--- src/rtl/apu_evt_pkg.sv ---
// ============================================================================
// apu_evt_pkg : shared constants and types for the APU collision transmitter
// Rev 1.0
// ============================================================================
`default_nettype none

package apu_evt_pkg;

  localparam int EVT_SHEEP  = 0;
  localparam int EVT_SWORD  = 1;
  localparam int EVT_PLAYER = 2;
  localparam int EVT_W      = 3;

  typedef enum logic [1:0] {
    IDLE       = 2'd0,
    WAIT_FRAME = 2'd1,
    HOLD       = 2'd2,
    GAP        = 2'd3
  } state_e;

  // Frame counter must hold the larger of the two reload values.
  function automatic int cnt_width(input int hold_frames, input int gap_frames);
    int m;
    m = (hold_frames > gap_frames) ? hold_frames : gap_frames;
    return (m > 1) ? $clog2(m) : 1;
  endfunction

endpackage

`default_nettype wire

--- src/rtl/evt_fifo.sv ---
// ============================================================================
// evt_fifo : small synchronous FIFO for queued collision masks
// Rev 1.0
// ============================================================================
`default_nettype none

module evt_fifo
  import apu_evt_pkg::*;
#(
  parameter int WIDTH = EVT_W,
  parameter int DEPTH = 4
) (
  input  logic             clk,
  input  logic             rst_n,
  input  logic             push,
  input  logic [WIDTH-1:0] din,
  input  logic             pop,
  output logic [WIDTH-1:0] dout,
  output logic             full,
  output logic             empty
);

  localparam int AW = (DEPTH > 1) ? $clog2(DEPTH) : 1;

  logic [AW:0]      wr_ptr_q;
  logic [AW:0]      rd_ptr_q;
  logic [WIDTH-1:0] mem_q [DEPTH];
  logic             do_push;
  logic             do_pop;

  // Extra pointer MSB distinguishes full from empty when the indices match.
  assign empty   = (wr_ptr_q == rd_ptr_q);
  assign full    = (wr_ptr_q[AW] != rd_ptr_q[AW]) &&
                   (wr_ptr_q[AW-1:0] == rd_ptr_q[AW-1:0]);
  assign do_pop  = pop && !empty;
  assign do_push = push && (!full || do_pop);
  assign dout    = mem_q[rd_ptr_q[AW-1:0]];

  always_ff @(posedge clk or negedge rst_n) begin
    if (!rst_n) begin
      wr_ptr_q <= '0;
      rd_ptr_q <= '0;
    end else begin
      if (do_push) wr_ptr_q <= wr_ptr_q + (AW+1)'(1);
      if (do_pop)  rd_ptr_q <= rd_ptr_q + (AW+1)'(1);
    end
  end

  for (genvar i = 0; i < DEPTH; i++) begin : g_mem
    always_ff @(posedge clk or negedge rst_n) begin
      if (!rst_n) begin
        mem_q[i] <= '0;
      end else if (do_push && (wr_ptr_q[AW-1:0] == AW'(i))) begin
        mem_q[i] <= din;
      end
    end
  end

endmodule

`default_nettype wire

--- src/rtl/apu_event_tx.sv ---
// ============================================================================
// apu_event_tx : queues collision strobes and plays them frame-aligned to APU
// Rev 1.0
// ============================================================================
`default_nettype none

module apu_event_tx
  import apu_evt_pkg::*;
#(
  parameter int HOLD_FRAMES = 2,
  parameter int GAP_FRAMES  = 1,
  parameter int FIFO_DEPTH  = 4
) (
  input  logic             clk,
  input  logic             rst_n,
  input  logic             frame_tick,
  input  logic             evt_sheep,
  input  logic             evt_sword,
  input  logic             evt_player,
  output logic [EVT_W-1:0] col_out,
  output logic             busy,
  output logic             fifo_full,
  output logic [3:0]       drop_count
);

  localparam int CNT_W = cnt_width(HOLD_FRAMES, GAP_FRAMES);
  localparam logic [CNT_W-1:0] HOLD_LOAD = CNT_W'(HOLD_FRAMES - 1);
  localparam logic [CNT_W-1:0] GAP_LOAD  = CNT_W'((GAP_FRAMES > 0) ? GAP_FRAMES - 1 : 0);

  state_e           state_q, state_d;
  logic [CNT_W-1:0] cnt_q, cnt_d;
  logic [EVT_W-1:0] cur_mask_q, cur_mask_d;
  logic [EVT_W-1:0] col_q, col_d;
  logic [3:0]       drop_q;

  logic [EVT_W-1:0] mask;
  logic             push;
  logic             pop;
  logic             drop;
  logic             fifo_empty;
  logic [EVT_W-1:0] fifo_dout;

  always_comb begin
    mask             = '0;
    mask[EVT_SHEEP]  = evt_sheep;
    mask[EVT_SWORD]  = evt_sword;
    mask[EVT_PLAYER] = evt_player;
  end

  assign push = |mask;
  assign pop  = (state_q == IDLE) && !fifo_empty;
  // Occupancy is judged before the edge; a same-cycle pop frees a slot.
  assign drop = push && fifo_full && !pop;

  evt_fifo #(
    .WIDTH (EVT_W),
    .DEPTH (FIFO_DEPTH)
  ) u_fifo (
    .clk   (clk),
    .rst_n (rst_n),
    .push  (push),
    .din   (mask),
    .pop   (pop),
    .dout  (fifo_dout),
    .full  (fifo_full),
    .empty (fifo_empty)
  );

  always_ff @(posedge clk or negedge rst_n) begin
    if (!rst_n) begin
      state_q    <= IDLE;
      cnt_q      <= '0;
      cur_mask_q <= '0;
      col_q      <= '0;
    end else begin
      state_q    <= state_d;
      cnt_q      <= cnt_d;
      cur_mask_q <= cur_mask_d;
      col_q      <= col_d;
    end
  end

  always_comb begin
    state_d = state_q;
    case (state_q)
      IDLE:       if (!fifo_empty) state_d = WAIT_FRAME;
      WAIT_FRAME: if (frame_tick)  state_d = HOLD;
      HOLD: begin
        if (frame_tick && (cnt_q == '0)) state_d = (GAP_FRAMES > 0) ? GAP : IDLE;
      end
      GAP:        if (frame_tick && (cnt_q == '0)) state_d = IDLE;
      default:    state_d = IDLE;
    endcase
  end

  always_comb begin
    cnt_d      = cnt_q;
    cur_mask_d = cur_mask_q;
    col_d      = col_q;
    case (state_q)
      IDLE: begin
        if (!fifo_empty) cur_mask_d = fifo_dout;
      end
      WAIT_FRAME: begin
        if (frame_tick) begin
          col_d = cur_mask_q;
          cnt_d = HOLD_LOAD;
        end
      end
      HOLD: begin
        if (frame_tick) begin
          if (cnt_q == '0) begin
            col_d = '0;
            cnt_d = GAP_LOAD;
          end else begin
            cnt_d = cnt_q - CNT_W'(1);
          end
        end
      end
      GAP: begin
        if (frame_tick && (cnt_q != '0)) cnt_d = cnt_q - CNT_W'(1);
      end
      default: begin
        col_d = '0;
        cnt_d = '0;
      end
    endcase
  end

  always_ff @(posedge clk or negedge rst_n) begin
    if (!rst_n) begin
      drop_q <= '0;
    end else if (drop && (drop_q != 4'hF)) begin
      drop_q <= drop_q + 4'd1;
    end
  end

  assign col_out    = col_q;
  assign drop_count = drop_q;
  assign busy       = (state_q != IDLE) || !fifo_empty;

endmodule

`default_nettype wire

--- config.mk ---
export PLATFORM = sky130hd
export DESIGN_NAME = apu_event_tx
export DESIGN_NICKNAME = d
export VERILOG_FILES = /design/src/rtl/apu_evt_pkg.sv /design/src/rtl/evt_fifo.sv /design/src/rtl/apu_event_tx.sv
export SDC_FILE = /design/constraint.sdc
export NUM_CORES = 1
export LEC_CHECK = 0
export ABC_AREA = 1
export BUFFER_PORTS_ARGS = -buffer_cell sky130_fd_sc_hd__buf_2
export CORE_MARGIN = 5
export CORE_UTILIZATION = 55
export DETAILED_ROUTE_END_ITERATION = 6
export GPL_ROUTABILITY_DRIVEN = 0
export PLACE_DENSITY = 0.77
export SYNTH_ARGS = -nofsm -noshare
export SYNTH_HDL_FRONTEND = slang
export SYNTH_SLANG_ARGS = --single-unit
--- constraint.sdc ---
create_clock -name clk -period 1.8 [get_ports clk]
set_input_delay 0.09 -clock clk [delete_from_list [all_inputs] [get_ports clk]]
set_output_delay 0.09 -clock clk [all_outputs]
set_load 0.01 [all_outputs]
Yosys cells after proc, flatten, opt, wreduce, memory -nomap -nowiden
Cells that the tools add are included.
{"block": "classes", "n_addsub": 4, "magnitude_cmp": 1, "n_eq_ne": 17, "mux": 17, "n_bitwise": 3, "n_reduce_logical": 28}
{"op": "$mux W3", "n": 5}
{"op": "$ne A2 B2 Y1 const B", "n": 7}
{"op": "$logic_and A1 B1 Y1", "n": 13}
{"op": "$reduce_and A4 Y1", "n": 3}
{"op": "$eq A2 B2 Y1 const B", "n": 4}
{"op": "$mux W2", "n": 4}
{"op": "$pmux W2 S4", "n": 1}
{"op": "$add A3 B1 Y3 const B", "n": 2}
{"op": "$bmux W3 S2", "n": 1}
{"op": "$pmux W3 S2", "n": 1}
{"op": "$add A4 B1 Y4 const B", "n": 1}
{"op": "$eq A2 B1 Y1 const B", "n": 2}
{"op": "$logic_not A2 Y1", "n": 2}
{"op": "$mux W1", "n": 4}
{"op": "$ne A4 B4 Y1 const B", "n": 1}
{"op": "$reduce_bool A2 Y1", "n": 2}
{"op": "$eq A3 B3 Y1", "n": 1}
{"op": "$ge A3 B3 Y1 const B", "n": 1}
{"op": "$logic_not A1 Y1", "n": 3}
{"op": "$not A2 Y3", "n": 1}
{"op": "$pmux W1 S3", "n": 1}
{"op": "$reduce_bool A3 Y1", "n": 1}
{"op": "$reduce_or A3 Y1", "n": 1}
{"op": "$eq A2 B2 Y1", "n": 1}
{"op": "other kinds (5)", "n": 7}
{"block": "totals", "ff_bits": 31, "in_bits": 6}

Logic depth before layout (Yosys ltp)
Gate-level depths: netlist of the first run.
{"block": "logic_depth", "word_depth": 7, "mapped_depth": 9}

By module
Synthesis of the first run repeated with hierarchy kept, for this count alone.
{"block": "unflattened", "hier_cells": 220, "area_unflattened_um2": 1774.2}
{"mod": "evt_fifo", "n_inst": 1, "cells_per_inst": 121, "area_per_inst_um2": 1026.0, "seq_area_each_um2": 450.4}
{"mod": "apu_event_tx", "n_inst": 1, "cells_per_inst": 99, "area_per_inst_um2": 748.2, "seq_area_each_um2": 325.3}

Worst setup path after synthesis of the first run
No wires, ideal clock.
{"block": "synth_path", "kind": "register to register", "start": "register state_q[0]", "end": "register u_fifo.mem_q[10] in the netlist's numbering", "setup_time_ns": 0.117, "arrival_ns": 1.260, "required_ns": 1.683, "slack_ns": 0.423, "path_stages_with_launch": 8, "period_less_slack_ns": 1.377, "cell_sequence": "dfrtp_1 > inv_1 > ha_1 > inv_1 > nand4_4 > buf_6 > nand4_1 > nand2_1"}
{"block": "synth_via", "elab_chain_cells": 6}
{"item": "start, declared", "line": "apu_event_tx.sv:30", "source": "state_e state_q, state_d;"}
{"item": "start signal, assigned", "line": "apu_event_tx.sv:76", "source": "state_q <= state_d;"}
{"item": "$logic_not A2 Y1", "line": "apu_event_tx.sv:51", "source": "assign pop = (state_q == IDLE) && !fifo_empty;"}
{"item": "$logic_and A1 B1 Y1", "line": "apu_event_tx.sv:51"}
{"item": "$logic_and A1 B1 Y1", "line": "evt_fifo.sv:35", "source": "assign do_pop = pop && !empty;"}
{"item": "$logic_or A1 B1 Y1", "line": "evt_fifo.sv:36", "source": "assign do_push = push && (!full || do_pop);"}
{"item": "$logic_and A1 B1 Y1", "line": "evt_fifo.sv:36"}
{"item": "$logic_and A1 B1 Y1", "line": "evt_fifo.sv:53", "source": "end else if (do_push && (wr_ptr_q[AW-1:0] == AW'(i))) begin"}
{"item": "end signal, assigned by index", "line": "evt_fifo.sv:54", "source": "mem_q[i] <= din;"}
{"item": "end, declared", "line": "evt_fifo.sv:27", "source": "logic [WIDTH-1:0] mem_q [DEPTH];"}
No other way between the ends.
A chain may end at the register's enable or synchronous reset.

Final worst setup path of the first run
{"block": "layout_path", "start": "register u_fifo.rd_ptr_q[0]", "end": "output port busy"}
{"block": "layout_via", "elab_chain_cells": 3}
{"item": "start, declared", "line": "evt_fifo.sv:26", "source": "logic [AW:0] rd_ptr_q;"}
{"item": "start signal, assigned", "line": "evt_fifo.sv:45", "source": "if (do_pop) rd_ptr_q <= rd_ptr_q + (AW+1)'(1);"}
{"item": "$eq A3 B3 Y1", "line": "evt_fifo.sv:32", "source": "assign empty = (wr_ptr_q == rd_ptr_q);"}
{"item": "$logic_not A1 Y1", "line": "apu_event_tx.sv:140", "source": "assign busy = (state_q != IDLE) || !fifo_empty;"}
{"item": "$logic_or A1 B1 Y1", "line": "apu_event_tx.sv:140"}
{"item": "end, declared", "line": "apu_event_tx.sv:21", "source": "output logic busy,"}
No other way between the ends.

==> out/metrics.cfg, run 1 <==
[synth]
summed_instance_area_of_the_synthesized_netlist_sq_um=1668
synth-edff-count=0
warnings_from_yosys=0
synth_top_family_by_area=simple AND/OR/NAND/NOR gates
synth-seq-area-share_pct=46.51
synth-compound-area-share_pct=7.502
yosys.area_share.adder_pct=7.502
yosys_register_bits=31
synth_ff_type=sky130_fd_sc_hd__dfrtp_1
post_synth_arst_share_pct=100.0
synth_nets=218
avgSynthCellArea_sq_um=8.257
synth-simple-area-share_pct=30.08
mux_cell_area_share_after_synthesis_pct=0
synthDistinctLibCells=22
yosys.area_share.xor_xnor_pct=2.101
synth_cells=202

[global_routing]
grt_overflow_total=0
grt_util_all_layers_pct=18.14
vias_in_the_first_global_route=1386
first_pass_grt_wire_length_um=5954
largest_net_degree_at_the_start_of_global_routing=32
grt_antenna_before_repair=0

[timing]
timing_worst_slew_pin_value_ps=693.7
maxSlewViolCount=0
period_minus_slack_ps=1617
setup_viol=0
final_min_period_over_clock_period_pct=89.84
clock.fmax_mhz=618.4
report.final.hold_viol_count=0
hold_ws_ps=13.32
setup_tns_ps=0
tightest_slew_margin_relative_to_the_limit_pct=53.75
grt_setup_unrepaired=false
final.setup_skew_ps=9.404

[power_and_ir_drop]
power_share_of_the_combinational_group_pct=48.1
power_switching_mw=1.548
p_sw_share_pct=44.17
cellPowerDensity_nw_per_um2=1869
power_leakage_nw=0.9967
power.ir.vdd_worst_uv=980.9
seq_power_share_pct=37.1
clkPwrFrac_pct=14.7
cellInternalPower_mw=1.956

[placed_design]
port-buffer-count=14
placed_cell_area_sq_um=1763
dp_cells=247
detailed_place_hpwl_um=2267

[floorplan]
dieArea_sq_um=4233
start_util_pct=56.01
floorplan.die.width_um=65.07
io-pin-count=15
core_area_sq_um=2978
die_h_um=65.07
std_cell_rows=20

[worst_setup_path]
worstPathMaxFanout=9
arrival_ps=1530
worst-endpoint-required_ps=1710
setup.worst_path.class=reg -> out
worstSetupStartpointType=register
worstSetupEndpointType=output port

[cts]
tritoncts=built
cts_made_buffers=5
clk_slew_on_worst_s_h_paths_ps=80
insertion_delay_ps=330
buffer_depth_of_the_longest_clock_path=2
cts_num_sinks=31
h-tree-depth=2
cts_root_buf=sky130_fd_sc_hd__clkbuf_4

[detailed_routing]
route.detailed.vias_per_inst=5.301
post-route-drc-count=0
first_drt_pass_iteration_count=4
detail_route.wl_per_cell_um=12.51
dr_total_vias=1373
drt-total-wl_um=3239
number_of_nets_with_antenna_violations_after_routing=0
first_iter_violations=99

[run_status]
run_status=complete, no violations

[final_layout]
layout.cells.most_common=sky130_fd_sc_hd__nand2_1
layout.filler_cells=251
final_util_pct=62.94
finalInstanceArea_sq_um=1874
syn2layout_area_growth_pct=12.38
layoutNonFillerInstCount=259
post_route_cells_drive_above_1_share_pct=14.60
insertedDiodeCount=0
design.final.nets=242
mostFrequentLayoutCells=62 x sky130_fd_sc_hd__nand2_1, 31 x sky130_fd_sc_hd__dfrtp_1, 21 x sky130_fd_sc_hd__inv_1

[worst_hold_path]
worst_hold_path_type=in -> reg

[run]
max-cap-violations=0

==> Yosys cell counts, types with 2 or more instances <==
cell	n	area share (%)
sky130_fd_sc_hd__ha_1	10	7.5
sky130_fd_sc_hd__a21oi_1	3	0.90
sky130_fd_sc_hd__o22ai_1	5	1.9
sky130_fd_sc_hd__nand2_1	62	14
sky130_fd_sc_hd__inv_1	21	4.7
sky130_fd_sc_hd__nor2_1	10	2.3
sky130_fd_sc_hd__o21ai_0	9	2.7
sky130_fd_sc_hd__xnor2_1	2	1.1
sky130_fd_sc_hd__nand3_1	17	5.1
sky130_fd_sc_hd__dfrtp_1	31	47
sky130_fd_sc_hd__nand2_2	4	1.5
sky130_fd_sc_hd__nand4_1	13	4.9
sky130_fd_sc_hd__o21ai_1	5	1.5
sky130_fd_sc_hd__xor2_1	2	1.1
==> kinds of logic (layout without fill, tap and decap cells) <==
group                      count (synthesis)  count (layout)
DFF                                       31              31
xor gates and xnor gates                   4               4
adders and majority gates                 10              10
and+or+nand+nor                          109             109
buffers and inverters                     25              49
AOI/OAI and AO/OA                         23              23
==> flip-flops by register name, indices dropped and copies added, names as in the netlist <==
signal and count:
drop_count 4, u_fifo.mem_q 12, u_fifo.wr_ptr_q 3, col_out 3, state_q 2, cnt_q 1, cur_mask_q 3, u_fifo.rd_ptr_q 3
==> path summary, 6_finish.rpt <==
path	cells past startpoint	slack, ps	from	end
hold / removal	2	10	frame_tick	cnt_q
max in group asynchronous	2	1020	rst_n	state_q[1]
setup / recovery	5	180	u_fifo.rd_ptr_q[0]	busy
hold reg to reg	2	480	u_fifo.mem_q[3]	u_fifo.mem_q[3]
min in group asynchronous	2	330	rst_n	u_fifo.mem_q[1]
setup reg to reg	7	190	state_q[0]	u_fifo.mem_q[10]
==> power by group through the flow <==
stage / clock (mW) / combinational [mW] / sequential, mW
2_1_floorplan: 0 / 1.28 / 1.27
3_3_place_gp: 0 / 1.61 / 1.31
3_5_place_dp: 0 / 1.63 / 1.31
4_1_cts: 0.531 / 1.66 / 1.30
5_1_grt: 0.560 / 2.00 / 1.35
6_report: 0.517 / 1.69 / 1.30
==> worst max-delay path: stages, from the launching register on <==
cell and delay (ps):
sky130_fd_sc_hd__dfrtp_1 490, sky130_fd_sc_hd__inv_2 180, sky130_fd_sc_hd__nand2_2 60, sky130_fd_sc_hd__nand2_2 120, sky130_fd_sc_hd__nand4_1 170, sky130_fd_sc_hd__buf_2 190
==> layer usage <==
metal  share of wire, %  vias up  wire [um]  GRT usage (%)
li1                   -      716          -              -
met5                  0        -          0              0
met3                5.5        3        179          5.199
met1                 47      617       1531          23.76
met4                1.0        0         34          6.736
met2                 46       37       1493          28.48
==> repair_timing <==
| item | 4_1_cts | 5_1_grt |
|---|---|---|
| hold buffers | 1 | 0 |
| resized for setup | 0 | 0 |
| endpoints found under the hold margin | 31 | 0 |
| setup buffers | 0 | 4 |
| setup endpoints to repair | 0 | 2 |
==> final cells by class <==
type | instances | area (sq um) | share of cell area [%]
clock buffer | 6 | 41.29 | 2.203
clock inverter | 1 | 30.03 | 1.602
inverter | 23 | 88.84 | 4.740
multi-input combinational | 146 | 787.0 | 41.99
sequential | 31 | 775.7 | 41.39
tap | 33 | 41.29 | 2.203
timing repair buffer | 19 | 110.1 | 5.875
==> per-stage QoR <==
step | power, mW | worst slack, ps
2_1_floorplan | 2.555 | 423.1
3_3_place_gp | 2.919 | 217.4
3_5_place_dp | 2.944 | 184.5
4_1_cts | 3.483 | 142.7
5_1_grt | 3.912 | 5.858
6_report | 3.504 | 182.8
(Power assumes the default switching activity.)
==> inputs of run 2 (changes only) <==
--- a/config.mk
+++ b/config.mk
@@ -7,11 +7,11 @@
 export LEC_CHECK = 0
 export ABC_AREA = 1
 export BUFFER_PORTS_ARGS = -buffer_cell sky130_fd_sc_hd__buf_2
-export CORE_MARGIN = 5
 export CORE_UTILIZATION = 55
 export DETAILED_ROUTE_END_ITERATION = 6
 export GPL_ROUTABILITY_DRIVEN = 0
-export PLACE_DENSITY = 0.77
+export PLACE_DENSITY = 0.76
 export SYNTH_ARGS = -nofsm -noshare
 export SYNTH_HDL_FRONTEND = slang
+export SYNTH_HIERARCHICAL = 1
 export SYNTH_SLANG_ARGS = --single-unit
==> run 2 against run 1 <==
  * Total power is 2.6% higher
  * Utilization is 2.4 points higher
  * First-iteration DRC count is 42% lower
  * Fmax is 0.46% lower
  * Sequential share of layout area is 2.4 points lower
  * Sequential power hardly changed
  * Synthesized cell count is 8.9% higher
  * Global-route usage is 4.6 points higher
  * Via count is 5.5% higher
  * Hold slack better by 54 ps
  * Combinational power is 15% higher
  * Critical path type is now reg -> reg
  * Critical endpoint is now u_fifo/mem_q[3]
==> out/metrics.cfg, run 2 <==
[power_and_ir_drop]
power_leakage_nw=1.074  ; was 0.9967 nW
power_share_of_the_combinational_group_pct=54.2  ; was 48.1%
seq_power_share_pct=35.9  ; was 37.1%
clkPwrFrac_pct=9.9  ; was 14.7%
p_sw_share_pct=44.85  ; was 44.17%
cellInternalPower_mw=1.982  ; was 1.956 mW
cellPowerDensity_nw_per_um2=1802  ; was 1869 nW/um^2
power_switching_mw=1.612  ; was 1.548 mW
power.ir.vdd_worst_uv=934.3  ; was 980.9 uV

[detailed_routing]
drt-total-wl_um=3355  ; was 3239 um
post-route-drc-count=0  ; unchanged
first_iter_violations=57  ; was 99
dr_total_vias=1448  ; was 1,373
first_drt_pass_iteration_count=4  ; unchanged
route.detailed.vias_per_inst=5.010  ; was 5.301
detail_route.wl_per_cell_um=11.61  ; was 12.51 um
number_of_nets_with_antenna_violations_after_routing=0  ; unchanged

[synth]
synthTopCellsByCount=75 x sky130_fd_sc_hd__nand2_1, 31 x sky130_fd_sc_hd__dfrtp_1, 21 x sky130_fd_sc_hd__inv_1, 18 x sky130_fd_sc_hd__nand4_1, 12 x sky130_fd_sc_hd__nor2_1  ; was 62 x sky130_fd_sc_hd__nand2_1, 31 x sky130_fd_sc_hd__dfrtp_1, 21 x sky130_fd_sc_hd__inv_1, 17 x sky130_fd_sc_hd__nand3_1, 13 x sky130_fd_sc_hd__nand4_1
synth_ff_type=sky130_fd_sc_hd__dfrtp_1  ; unchanged
avgSynthCellArea_sq_um=8.065  ; was 8.257 sq um
top_area_cell_type_share_of_the_netlist_area_pct=43.72  ; was 46.51%
synth_top_area_cell=sky130_fd_sc_hd__dfrtp_1  ; unchanged
warnings_from_yosys=6  ; was 0
synthDistinctLibCells=23  ; was 22
post_synth_main_area_contributors=sky130_fd_sc_hd__dfrtp_1 44%, sky130_fd_sc_hd__nand2_1 16%, sky130_fd_sc_hd__ha_1 7.1%  ; was sky130_fd_sc_hd__dfrtp_1 47%, sky130_fd_sc_hd__nand2_1 14%, sky130_fd_sc_hd__ha_1 7.5%
synth_nets=236  ; was 218
yosys_register_bits=31  ; unchanged
synth-seq-area-share_pct=43.72  ; was 46.51%
synth-edff-count=0  ; unchanged
synth_cells=220  ; was 202
summed_instance_area_of_the_synthesized_netlist_sq_um=1774  ; was 1668 sq um
post_synth_arst_share_pct=100.0  ; unchanged
most_common_cell_in_the_netlist=sky130_fd_sc_hd__nand2_1  ; unchanged

[cts]
insertion_delay_ps=320  ; was 330 ps
tritoncts=built  ; unchanged
buffer_depth_of_the_longest_clock_path=2  ; unchanged
cts_num_sinks=31  ; unchanged
clk_slew_on_worst_s_h_paths_ps=90  ; was 80 ps
cts_made_buffers=5  ; unchanged
h-tree-depth=2  ; unchanged
cts_root_buf=sky130_fd_sc_hd__clkbuf_4  ; unchanged

[worst_setup_path]
crit_path_top_delay_cell=sky130_fd_sc_hd__dfrtp_1  ; unchanged
worstSetupEndpointType=register  ; was output port
worstSetupStartpointType=register  ; unchanged
r2r_end=u_fifo/mem_q[3]  ; was u_fifo.mem_q[10]
timing.critical_path.cells=inv_1, ha_2, inv_1, nor2_2, inv_1, nand4_2, buf_12, nand3_2, nand2_1, nand2_1  ; was inv_2, nand2_2, nand2_2, nand4_1, buf_2
arrival_ps=1830  ; was 1530 ps
r2r_slack_ps=180  ; was 190 ps
reg2regPathDepth=10  ; was 7
worst_setup_path_startpoint=state_q[0]  ; was u_fifo.rd_ptr_q[0]
worst-endpoint-required_ps=2010  ; was 1710 ps
setup.worst_path.class=reg -> reg  ; was reg -> out
crit_top_cell=sky130_fd_sc_hd__inv_1  ; was sky130_fd_sc_hd__nand2_2
worstPathMaxFanout=20  ; was 9
critical-path-max-stage-delay_ps=430  ; was 490 ps
worstReg2RegStart=state_q[0]  ; unchanged

[global_routing]
first_pass_grt_wire_length_um=5706  ; was 5954 um
grt_overflow_total=0  ; unchanged
largest_net_degree_at_the_start_of_global_routing=32  ; unchanged
grt_util_all_layers_pct=22.70  ; was 18.14%
grt_antenna_before_repair=0  ; unchanged
vias_in_the_first_global_route=1320  ; was 1,386

[timing]
final.setup_skew_ps=8.706  ; was 9.404 ps
final_min_period_over_clock_period_pct=90.25  ; was 89.84%
setup_viol=0  ; unchanged
maxSlewViolCount=0  ; unchanged
period_minus_slack_ps=1625  ; was 1617 ps
setup_ws_ps=175.4  ; was 182.8 ps
grt_setup_unrepaired=false  ; unchanged
tightest_slew_margin_relative_to_the_limit_pct=52.84  ; was 53.75%
setup_tns_ps=0  ; unchanged
clock.fmax_mhz=615.5  ; was 618.4 MHz
report.final.hold_viol_count=0  ; unchanged
timing_worst_slew_pin_value_ps=707.4  ; was 693.7 ps

[final_layout]
syn2layout_area_growth_pct=12.41  ; was 12.38%
number_of_flip_flops_in_the_largest_register=12  ; unchanged
design.final.nets=262  ; was 242
post_route_cells_drive_above_1_share_pct=21.22  ; was 14.60%
layout.cells.most_common=sky130_fd_sc_hd__nand2_1  ; unchanged
mostFrequentLayoutCells=75 x sky130_fd_sc_hd__nand2_1, 30 x sky130_fd_sc_hd__dfrtp_1, 19 x sky130_fd_sc_hd__inv_1  ; was 62 x sky130_fd_sc_hd__nand2_1, 31 x sky130_fd_sc_hd__dfrtp_1, 21 x sky130_fd_sc_hd__inv_1
layout.filler_cells=282  ; was 251
insertedDiodeCount=0  ; unchanged
largest_register=u_fifo/mem_q  ; was u_fifo.mem_q

[floorplan]
io-pin-count=15  ; unchanged
dieArea_sq_um=3457  ; was 4233 sq um
core_area_sq_um=3053  ; was 2978 sq um
start_util_pct=58.11  ; was 56.01%
floorplan.die.width_um=58.80  ; was 65.07 um
die_h_um=58.80  ; was 65.07 um
std_cell_rows=20  ; unchanged

[worst_hold_path]
timing.hold.worst_endpoint=u_fifo/mem_q[6]  ; was cnt_q
worst_hold_path_type=in -> reg  ; unchanged
worstHoldStart=evt_sheep  ; was frame_tick
hold_depth=3  ; was 2

[run]
max-cap-violations=0  ; unchanged

[run_status]
run_status=complete, no violations  ; unchanged

[placed_design]
detailed_place_hpwl_um=2504  ; was 2267 um
dpl_worst_slack_ps=77.72  ; was 184.5 ps
port-buffer-count=14  ; unchanged

[run 2: routing by layer]
metal  vias up  GRT usage (%)  share of wire [%]
met4         0          7.483               0.63
met2        28          35.23                 46
met3         2          7.912                4.0
met5         -              0                  0
met1       646          29.69                 49
li1        772              -                  -
[run 2: worst max path at each step]
stage                            endpoint  slack, ps  cells after the start
after floorplan           u_fifo/mem_q[3]         70                     12
after global placement    u_fifo/mem_q[4]        100                     11
after detailed placement  u_fifo/mem_q[3]         80                     12
after CTS                 u_fifo/mem_q[3]         30                     12
after global routing      u_fifo/mem_q[3]         10                     12
final                     u_fifo/mem_q[3]        180                     10
[run 2: power groups by stage]
stage / sequential [mW] / clock (mW) / combinational, mW
after floorplan: 1.27 / 0 / 1.40
after detailed placement: 1.30 / 0 / 1.92
after global placement: 1.29 / 0 / 1.89
after CTS: 1.28 / 0.367 / 1.92
after global routing: 1.34 / 0.409 / 2.23
final: 1.29 / 0.355 / 1.95
[run 2: worst max-delay path: cells and delay by family (launching register included)]
| family | cells | cell delay (ps) |
|---|---|---|
| AND/OR/NAND/NOR | 5 | 430 |
| flip-flops | 1 | 430 |
| buffers and inverters | 4 | 410 |
| adder cells (fa/ha/maj) | 1 | 230 |
[run 2: final cells by class]
cell class,count,area [sq um],area share [%]
tap,44,55.05,2.760
inverter,25,98.84,4.956
timing repair buffer,24,160.2,8.030
sequential,31,777.0,38.96
clock buffer,6,41.29,2.070
multi-input combinational,159,862.1,43.22
[run 2: cells by family (layout without fill, tap and decap cells)]
group                      Yosys count  after routing  synth area share [%]
buffers and inverters               30             55                 7.828
DFF                                 31             31                 43.72
AOI/OAI and AO/OA                   16             16                 4.866
adders and majority gates           10             10                 7.052
and+or+nand+nor                    131            131                 35.54
xor gates and xnor gates             2              2                0.9875
[run 2: what timing repair did]
action	4_1_cts	5_1_grt
endpoints found under the setup margin	0	20
setup buffers	0	1
endpoints found under the hold margin	31	0
resized for setup	0	4
hold buffers	1	0
[run 2: through the flow]
stage / util [%] / hold WS (ps) / std cells / area, sq um / power (mW)
after detailed placement: 63.28 / 178.9 / 281 / 1932 / 3.212
after CTS: 64.96 / 57.86 / 288 / 1983 / 3.574
after floorplan: - / -205.6 / 220 / 1774 / 2.671
after global placement: 63.28 / 177.8 / 281 / 1932 / 3.172
final: 65.33 / 67.13 / 289 / 1994 / 3.593
after global routing: 65.33 / 50.66 / 289 / 1994 / 3.984
==> inputs of run 3 (changes only) <==
--- a/config.mk
+++ b/config.mk
@@ -6,11 +6,11 @@
 export NUM_CORES = 1
 export LEC_CHECK = 0
 export ABC_AREA = 1
-export BUFFER_PORTS_ARGS = -buffer_cell sky130_fd_sc_hd__buf_2
 export CORE_UTILIZATION = 55
 export DETAILED_ROUTE_END_ITERATION = 6
+export DONT_BUFFER_PORTS = 1
 export GPL_ROUTABILITY_DRIVEN = 0
-export PLACE_DENSITY = 0.76
+export PLACE_DENSITY = 0.72
 export SYNTH_ARGS = -nofsm -noshare
 export SYNTH_HDL_FRONTEND = slang
 export SYNTH_HIERARCHICAL = 1
==> run 3 against run 2 <==
  * Final cell count fell by 2.4%
  * Fmax fell by 3.5%
  * Utilization increased by 0.86 points
  * Non-clock buffer count is 9 lower
  * Register-to-register slack lost 60 ps
  * Critical path depth unchanged
  * Hold slack got worse by 56 ps
  * Clock-buffer cell count is 2 higher
  * Sequential power is 5% higher
  * Worst setup slack lost 60 ps
  * Clock skew is 3.6 ps lower
==> out/metrics.cfg, run 3 (synthesis results as in run 2) <==
[placed_design]
dp_cells=267  ; was 281
port-buffer-count=0  ; was 14
detailed_place_hpwl_um=2692  ; was 2504 um
dpl_worst_slack_ps=127.0  ; was 77.72 ps
placed_cell_area_sq_um=1862  ; was 1932 sq um

[floorplan]
start_util_pct=58.11  ; unchanged
floorplan.die.width_um=58.80  ; unchanged
io-pin-count=15  ; unchanged
dieArea_sq_um=3457  ; unchanged
std_cell_rows=20  ; unchanged
die_h_um=58.80  ; unchanged
core_area_sq_um=3053  ; unchanged

[final_layout]
syn2layout_area_growth_pct=13.89  ; was 12.41%
layout.cells.most_common=sky130_fd_sc_hd__nand2_1  ; unchanged
post_route_cells_drive_above_1_share_pct=17.65  ; was 21.22%
number_of_flip_flops_in_the_largest_register=12  ; unchanged
finalInstanceArea_sq_um=2021  ; was 1994 sq um
multi_input_comb_area_sq_um=869.6  ; was 862.1 sq um
layoutNonFillerInstCount=282  ; was 289
mostFrequentLayoutCells=75 x sky130_fd_sc_hd__nand2_1, 29 x sky130_fd_sc_hd__dfrtp_1, 20 x sky130_fd_sc_hd__inv_1  ; was 75 x sky130_fd_sc_hd__nand2_1, 30 x sky130_fd_sc_hd__dfrtp_1, 19 x sky130_fd_sc_hd__inv_1
insertedDiodeCount=0  ; unchanged
layout.filler_cells=256  ; was 282
largest_register=u_fifo/mem_q  ; unchanged
register_cell_area_after_layout_sq_um=778.2  ; was 777.0 sq um
design.final.nets=253  ; was 262

[power_and_ir_drop]
power_switching_mw=1.701  ; was 1.612 mW
power_after_layout_mw=3.737  ; was 3.593 mW
clkPwrFrac_pct=12.7  ; was 9.9%
power_leakage_nw=1.058  ; was 1.074 nW
power.ir.vdd_worst_uv=938.2  ; was 934.3 uV
cellPowerDensity_nw_per_um2=1850  ; was 1802 nW/um^2
power_share_of_the_combinational_group_pct=51.3  ; was 54.2%
p_sw_share_pct=45.52  ; was 44.85%
seq_power_share_pct=36.0  ; was 35.9%
cellInternalPower_mw=2.036  ; was 1.982 mW

[detailed_routing]
first_drt_pass_iteration_count=4  ; unchanged
first_iter_violations=65  ; was 57
post-route-drc-count=0  ; unchanged
drt-total-wl_um=3872  ; was 3355 um
route.detailed.vias_per_inst=5.426  ; was 5.010
detail_route.wl_per_cell_um=13.73  ; was 11.61 um
dr_total_vias=1530  ; was 1,448
number_of_nets_with_antenna_violations_after_routing=0  ; unchanged

[timing]
clock.fmax_mhz=593.7  ; was 615.5 MHz
period_minus_slack_ps=1684  ; was 1625 ps
final_min_period_over_clock_period_pct=93.57  ; was 90.25%
tightest_slew_margin_relative_to_the_limit_pct=80.72  ; was 52.84%
maxSlewViolCount=0  ; unchanged
timing_worst_slew_pin_value_ps=289.2  ; was 707.4 ps
report.final.hold_viol_count=0  ; unchanged
setup_tns_ps=0  ; unchanged
final.setup_skew_ps=5.137  ; was 8.706 ps
setup_ws_ps=115.7  ; was 175.4 ps
grt_setup_unrepaired=false  ; unchanged
setup_viol=0  ; unchanged

[global_routing]
grt_antenna_before_repair=0  ; unchanged
grt_util_all_layers_pct=24.81  ; was 22.70%
largest_net_degree_at_the_start_of_global_routing=32  ; unchanged
vias_in_the_first_global_route=1467  ; was 1,320
first_pass_grt_wire_length_um=6341  ; was 5706 um
grt_overflow_total=0  ; unchanged

[cts]
cts_made_buffers=5  ; unchanged
insertion_delay_ps=330  ; was 320 ps
tritoncts=built  ; unchanged
cts_num_sinks=31  ; unchanged
cts_root_buf=sky130_fd_sc_hd__clkbuf_4  ; unchanged
h-tree-depth=2  ; unchanged
clk_slew_on_worst_s_h_paths_ps=100  ; was 90 ps
buffer_depth_of_the_longest_clock_path=2  ; unchanged

[worst_setup_path]
setup.worst_path.class=reg -> reg  ; unchanged
worstPathMaxFanout=20  ; unchanged
arrival_ps=1910  ; was 1830 ps
worstSetupEndpointType=register  ; unchanged
worst-endpoint-required_ps=2020  ; was 2010 ps
worstSetupStartpointType=register  ; unchanged

[run_status]
run_status=complete, no violations  ; unchanged

[run]
max-cap-violations=0  ; unchanged

[worst_hold_path]
worst_hold_path_type=in -> reg  ; unchanged

## run 3: area by class of cell
cell class	instances	area share [%]
sequential	31	38.51
inverter	25	4.892
multi-input combinational	159	43.03
clock buffer	8	3.406
tap	44	2.724
timing repair buffer	15	7.430
## run 3: timing repair
item / 4_1_cts / 5_1_grt
setup endpoints to repair: 0 / 15
buffers inserted: 0 / 1
resized for setup: 0 / 5
hold endpoints to repair: 44 / 0
hold buffers: 6 / 0
## run 3: power by group through the flow
stage | clock, mW | combinational [mW] | sequential (mW)
after floorplan | 0 | 1.40 | 1.27
final | 0.473 | 1.92 | 1.35
after global routing | 0.515 | 2.18 | 1.39
after CTS | 0.481 | 1.86 | 1.33
after detailed placement | 0 | 1.81 | 1.34
after global placement | 0 | 1.72 | 1.33
## run 3: worst max-delay path, stage by stage, from the launching register on
cell,delay [ps]
sky130_fd_sc_hd__dfrtp_1,430
sky130_fd_sc_hd__inv_1,110
sky130_fd_sc_hd__ha_2,240
sky130_fd_sc_hd__inv_1,100
sky130_fd_sc_hd__nor2_2,100
sky130_fd_sc_hd__inv_1,60
sky130_fd_sc_hd__nand4_2,110
sky130_fd_sc_hd__buf_12,160
sky130_fd_sc_hd__nand3_2,90
sky130_fd_sc_hd__nand2_1,100
sky130_fd_sc_hd__nand2_1,60
## run 3: layer usage
layer  track usage, %  up-vias  routed length [um]
met5                0        -                   0
met4            7.483        0                  64
met3            7.473        6                 158
met2            42.05       32                1920
met1            30.34      742                1728
li1                 -      750                   -
## run 3: metrics by stage
stage,utilization [%],hold slack (ps)
floorplan,-,-205.6
global placement,60.98,-205.0
detailed placement,60.98,-205.0
CTS,65.53,8.426
global route,66.19,39.69
finish,66.19,11.15
## run 3: worst paths after layout
| path | start | to | slack (ps) | depth (start not counted) |
|---|---|---|---|---|
| worst max-delay path | state_q[1] | u_fifo/mem_q[8] | 120 | 10 |
| worst min-delay path | frame_tick | cnt_q | 10 | 2 |
| worst max register to register | state_q[1] | u_fifo/mem_q[8] | 120 | 10 |
| worst min register to register | u_fifo/mem_q[5] | u_fifo/mem_q[5] | 490 | 2 |
| max in group asynchronous | rst_n | u_fifo/wr_ptr_q[0] | 1420 | 2 |
| min in group asynchronous | rst_n | col_out[2] | 200 | 2 |
